--- src/rtl/sram_pkg.sv ---
// Shared types and SRAM geometry for the burst sequencer.
package sram_pkg;

    typedef enum logic [2:0] {
        S_IDLE,
        S_READ,
        S_WRITE,
        S_DRAIN,
        S_DONE
    } sram_burst_state_t;

    localparam int SRAM_ADDR_W       = 18;
    localparam int SRAM_DATA_W       = 16;
    localparam int SRAM_READ_LATENCY = 3;

endpackage

--- src/rtl/sram_burst_engine_tag_pipe.sv ---
// Shift register of read-issue tags; a tag emerges DEPTH cycles after it enters.
module latency_tag_pipe #(
    parameter int DEPTH = 3
) (
    input  logic Clock_50,
    input  logic Reset,
    input  logic tag_in,
    output logic tag_out,
    output logic empty
);

    logic [DEPTH-1:0] tag_p;

    always_ff @(posedge Clock_50) begin
        if (Reset) begin
            tag_p <= '0;
        end else begin
            tag_p[0] <= tag_in;
            for (int i = 1; i < DEPTH; i++) begin
                tag_p[i] <= tag_p[i-1];
            end
        end
    end

    assign tag_out = tag_p[DEPTH-1];

    // Empty means nothing is left to emerge after the current cycle, so the
    // drain can retire in the same cycle the final tag is presented.
    always_comb begin
        empty = !tag_in;
        for (int i = 0; i < DEPTH - 1; i++) begin
            if (tag_p[i]) empty = 1'b0;
        end
    end

endmodule

--- src/rtl/sram_burst_engine.sv ---
// Burst sequencer: one command becomes back-to-back single-word SRAM accesses,
// with read data returned as a valid-tagged stream after the fixed latency.
import sram_pkg::*;

module sram_burst_engine #(
    parameter int ADDR_W       = SRAM_ADDR_W,
    parameter int DATA_W       = SRAM_DATA_W,
    parameter int LEN_W        = 18,
    parameter int READ_LATENCY = SRAM_READ_LATENCY
) (
    input  logic              Clock_50,
    input  logic              Reset,
    input  logic              cmd_valid,
    output logic              cmd_ready,
    input  logic              cmd_write,
    input  logic [ADDR_W-1:0] cmd_addr,
    input  logic [LEN_W-1:0]  cmd_len,
    input  logic [DATA_W-1:0] wr_data,
    input  logic              wr_valid,
    output logic              wr_ready,
    output logic [DATA_W-1:0] rd_data,
    output logic              rd_valid,
    output logic              busy,
    output logic              done,
    input  logic              SRAM_ready,
    output logic [ADDR_W-1:0] SRAM_address,
    output logic [DATA_W-1:0] SRAM_write_data,
    output logic              SRAM_we_n,
    input  logic [DATA_W-1:0] SRAM_read_data
);

    sram_burst_state_t state, state_n;

    logic [ADDR_W-1:0] addr_q;
    logic [LEN_W-1:0]  remain_q;
    logic              accept;
    logic              issue_rd;
    logic              issue_wr;
    logic              issue_vld_p0;
    logic              pipe_empty;
    logic              last_word;

    assign last_word = (remain_q == LEN_W'(1));

    always_ff @(posedge Clock_50) begin
        if (Reset) begin
            state <= S_IDLE;
        end else begin
            state <= state_n;
        end
    end

    always_comb begin
        state_n  = state;
        accept   = 1'b0;
        issue_rd = 1'b0;
        issue_wr = 1'b0;
        case (state)
            S_IDLE: begin
                if (cmd_valid && SRAM_ready) begin
                    accept = 1'b1;
                    if (cmd_len == '0)  state_n = S_DONE;
                    else if (cmd_write) state_n = S_WRITE;
                    else                state_n = S_READ;
                end
            end
            S_READ: begin
                if (SRAM_ready) begin
                    issue_rd = 1'b1;
                    if (last_word) state_n = S_DRAIN;
                end
            end
            S_WRITE: begin
                if (wr_valid && SRAM_ready) begin
                    issue_wr = 1'b1;
                    if (last_word) state_n = S_DONE;
                end
            end
            S_DRAIN: begin
                if (pipe_empty) state_n = S_DONE;
            end
            S_DONE: state_n = S_IDLE;
            default: state_n = S_IDLE;
        endcase
    end

    // Issue stage: address/data/we_n registered toward the controller, and the
    // read tag registered alongside so it lines up with the address edge.
    always_ff @(posedge Clock_50) begin
        if (Reset) begin
            addr_q          <= '0;
            remain_q        <= '0;
            SRAM_address    <= '0;
            SRAM_write_data <= '0;
            SRAM_we_n       <= 1'b1;
            issue_vld_p0    <= 1'b0;
        end else begin
            issue_vld_p0 <= issue_rd;
            SRAM_we_n    <= !issue_wr;
            if (accept) begin
                addr_q   <= cmd_addr;
                remain_q <= cmd_len;
            end
            if (issue_rd || issue_wr) begin
                SRAM_address <= addr_q;
                addr_q       <= addr_q + ADDR_W'(1);
                remain_q     <= remain_q - LEN_W'(1);
            end
            if (issue_wr) begin
                SRAM_write_data <= wr_data;
            end
        end
    end

    // Return stage: tag pipe output marks the cycle the controller's data is valid.
    latency_tag_pipe #(
        .DEPTH (READ_LATENCY)
    ) u_tag_pipe (
        .Clock_50 (Clock_50),
        .Reset    (Reset),
        .tag_in   (issue_vld_p0),
        .tag_out  (rd_valid),
        .empty    (pipe_empty)
    );

    assign rd_data   = SRAM_read_data;
    assign busy      = (state != S_IDLE);
    assign done      = (state == S_DONE);
    assign cmd_ready = !Reset && (state == S_IDLE) && SRAM_ready;
    assign wr_ready  = !Reset && (state == S_WRITE) && SRAM_ready;

endmodule

--- config.mk ---
export PLATFORM = sky130hd
export DESIGN_NAME = sram_burst_engine
export DESIGN_NICKNAME = d
export VERILOG_FILES = /design/src/rtl/sram_pkg.sv /design/src/rtl/sram_burst_engine_tag_pipe.sv /design/src/rtl/sram_burst_engine.sv
export SDC_FILE = /design/constraint.sdc
export NUM_CORES = 1
export LEC_CHECK = 0
export ABC_AREA = 1
export CAP_MARGIN = 20
export CORE_MARGIN = 3
export CORE_UTILIZATION = 40
export DETAILED_ROUTE_END_ITERATION = 8
export PLACE_DENSITY_LB_ADDON = 0.05
export SLEW_MARGIN = 5
export SYNTH_ARGS = -nofsm -noshare
export SYNTH_HDL_FRONTEND = slang
export SYNTH_SLANG_ARGS = --single-unit
--- constraint.sdc ---
create_clock -name Clock_50 -period 2.25 [get_ports Clock_50]
set_clock_uncertainty 0.1 [all_clocks]
set_input_delay 0.3375 -clock Clock_50 [delete_from_list [all_inputs] [get_ports Clock_50]]
set_output_delay 0.3375 -clock Clock_50 [all_outputs]
set_load 0.05 [all_outputs]
==> impl_metrics.tcl <==
set metrics [dict create \
    routedWlPerCell_um 13.84 \
    finish.net_count 783 \
    grt_pass1_wl_um 19290 \
    ys_warn_count 0 \
    p_per_area_nw_per_um2 1103 \
    ys_types 35 \
    synth_cells 629 \
    clock_sinks 78 \
    clkTransAtPathRegs_ns 0.09 \
    peakVddDrop_mv 0.4926 \
    critPathLaunch "SRAM_ready" \
    cts_tree "done" \
    max_freq_mhz 499.0 \
    synth_seq_cells 78 \
    cp_top_family "buffers and inverters" \
    post-synth-top-area-cell "dfxtp_1" \
    fillers 977 \
    root_buffer "clkbuf_8" \
    crit_fanout 4 \
    crit_required_ns 1.81 \
    hold_violations 0 \
    die_h_um 108.2 \
    clkLatencyLatePin_ns 0.36 \
    dieWidth_um 108.2 \
    drc 0 \
    rsz0062_at_grt "false" \
    synthesis.area_um2 4179 \
    area_growth_pct 28.59 \
    clockBufferDepth 2 \
    fin_area_um2 5374 \
    utilization 0.5398 \
    startpoint_type "primary input" \
    slowest_stage "clkdlybuf4s50_1" \
    setup_tns_ns 0 \
    hold_path.class "in2reg" \
    crit_buf_inv 3 \
    max_cap_viol_count 0 \
    synth_nets 706 \
    r2r_start "addr_q[0]$_SDFFE_PP0P_" \
    p_total_w 0.005928 \
    die-area_um2 11710 \
    dr.pass1.iters 5 \
    numCtsBuffers 9 \
    worstPathArrival_ns 1.57 \
    period_needed_ns 2.004 \
    status "finished clean" \
    start_util 0.4198 \
    cts_resized 0 \
    synth.avg_cell_area_um2 6.644 \
    grt_max_degree 51 \
    grt-ovfl-total 0 \
    diodes 0 \
    core_area_um2 9955 \
    dpl_cell_area_um2 5170 \
    min_period_over_period 0.8906 \
    vias_per_cell 5.000 \
    final_antenna_net_count 0 \
    drtIter0Drc 221 \
    dp_hpwl_um 8429 \
    synthTopCellsByArea "dfxtp_1 (37%), nand2_1 (17%), a21oi_1 (6.3%)" \
    critical_path.endpoint "cmd_ready" \
    timing.rr.end "addr_q[8]$_SDFFE_PP0P_" \
    cellLeakagePower_nw 2.131 \
    num_vias 4220 \
    cts_setup_buffers 0 \
    fp-row-count 36 \
    worstMarginPinSlew_ns 0.5234 \
    slowest_delay_ns 0.58 \
    io_pins 130 \
    cp.depth 4 \
    grt_antenna_before_repair 0 \
    regToRegSetupSlack_ns 0.40 \
    cp-end-kind "output pin" \
    rr_worst_depth 9 \
    grt_usage 0.2050 \
    worstSetupPathType "in2out" \
    drt_wl_total_um 11690 \
    synth.top_cell.area_share 0.3737 \
    drive_gt1_frac 0.06470 \
    grt_pass1_vias 4053 \
    cts_hold_buffers 0 \
    port_buffers 97 \
    synth_seq_area_share 0.3737 \
    htreeDepth 3 \
    globalplace.congestion 0.9106 \
    slew_violations 0 \
    slew_headroom 0.6500 \
    crit_path_cell_trace "clkdlybuf4s50_1, inv_1, nor3_1, buf_12" \
    setup_violations 0 \
    whs_ns 0.2480 \
]
[worst min path at each step]
stage	start	end	slack, ns	cells past startpoint
after floorplan	u_tag_pipe.tag_p[0]$_SDFF_PP0_	u_tag_pipe.tag_p[1]$_SDFF_PP0_	0.31	2
after global placement	issue_vld_p0$_SDFF_PP0_	u_tag_pipe.tag_p[0]$_SDFF_PP0_	0.32	2
after detailed placement	issue_vld_p0$_SDFF_PP0_	u_tag_pipe.tag_p[0]$_SDFF_PP0_	0.32	2
after CTS	Reset	u_tag_pipe.tag_p[2]$_SDFF_PP0_	0.23	2
after global routing	Reset	u_tag_pipe.tag_p[0]$_SDFF_PP0_	0.24	2
final	Reset	u_tag_pipe.tag_p[2]$_SDFF_PP0_	0.25	2
[sequential cells by signal, summed over array words and instances (netlist names)]
name              flops
SRAM_address         18
u_tag_pipe.tag_p      3
remain_q             18
SRAM_we_n             1
addr_q               18
SRAM_write_data      16
state                 3
issue_vld_p0          1
[metal layers]
metal | share of wire | track usage
met5 | 0 | 0
met4 | 0.016 | 0.06492
met3 | 0.051 | 0.04239
met2 | 0.47 | 0.3410
met1 | 0.46 | 0.2668
[final cells by class]
class / instances / area [µm²] / area share
tap: 133 / 166.4 / 0.03097
multi-input combinational: 454 / 2131 / 0.3965
timing repair buffer: 109 / 1109 / 0.2063
inverter: 54 / 202.7 / 0.03772
clock buffer: 9 / 123.9 / 0.02305
sequential: 78 / 1562 / 0.2906
clock inverter: 7 / 80.08 / 0.01490
[cell usage after synthesis]
master    number
nor2_4         1
nor2_1        68
xnor2_1        1
o21bai_1       2
buf_8          1
a22oi_1        1
or2_2          1
inv_2          3
inv_1         50
clkinv_1       1
o21ai_0       42
nand2_1      188
nand3_1       39
o211ai_1       3
nor3_1         9
a31oi_1        9
nand4_1        7
nor2_8         2
nand4_4        1
a21oi_1       53
o21ai_1        6
xor2_1         5
clkbuf_1       9
buf_4         19
nand3b_1       7
nand2_2        1
buf_1          2
dfxtp_1       78
ha_1           3
nand3_2        1
buf_2          8
nand2_4        2
and2_1         1
nand4_2        1
buf_6          4
[logic make-up (layout without fill, tap and decap cells)]
logic type      after synthesis  after routing  share of synthesized area
xor+xnor                      6              6                    0.01257
simple gates                329            329                     0.3431
fa+ha+maj                     3              3                   0.008983
flops                        78             78                     0.3737
buf+inv                      97            179                     0.1165
compound gates              116            116                     0.1452
[stage by stage]
step,setup WS [ns],instances
final,0.2461,844
after global routing,0.1446,844
after CTS,0.2221,844
after detailed placement,0.09295,828
after global placement,0.1414,828
after floorplan,0.01875,629
[worst register-to-register path, delay by kind of cell (launching register included)]
family	cells	cell delay [ns]
adders and majority gates	1	0.18
DFF	1	0.40
and+or+nand+nor	5	0.78
AOI/OAI and AO/OA	2	0.31
buffers and inverters	1	0.05
[report_power, final]
part | total, W | internal (W) | switching, W
Clock | 0.00112 | 0.000531 | 0.000591
Combinational | 0.00285 | 0.00101 | 0.00184
Sequential | 0.00196 | 0.00167 | 0.000286
[layout by cell type, fill, tap and decap left out, drive strengths merged]
cell type	Yosys	routed
inv	53	57
nand4	9	9
o21ai	48	48
clkinv	1	2
xor2	5	5
or2	1	1
clkdlybuf4s50	0	92
clkbuf	9	9
dfxtp	78	78
nor2	71	71
nand3	40	40
ha	3	3
a31oi	9	9
o21bai	2	2
nand3b	7	7
nand2	191	191
o211ai	3	3
xnor2	1	1
buf	34	17
and2	1	1
a22oi	1	1
bufinv	0	1
clkinvlp	0	1
a21oi	53	53
nor3	9	9
Power figures use the tool's default switching activity.
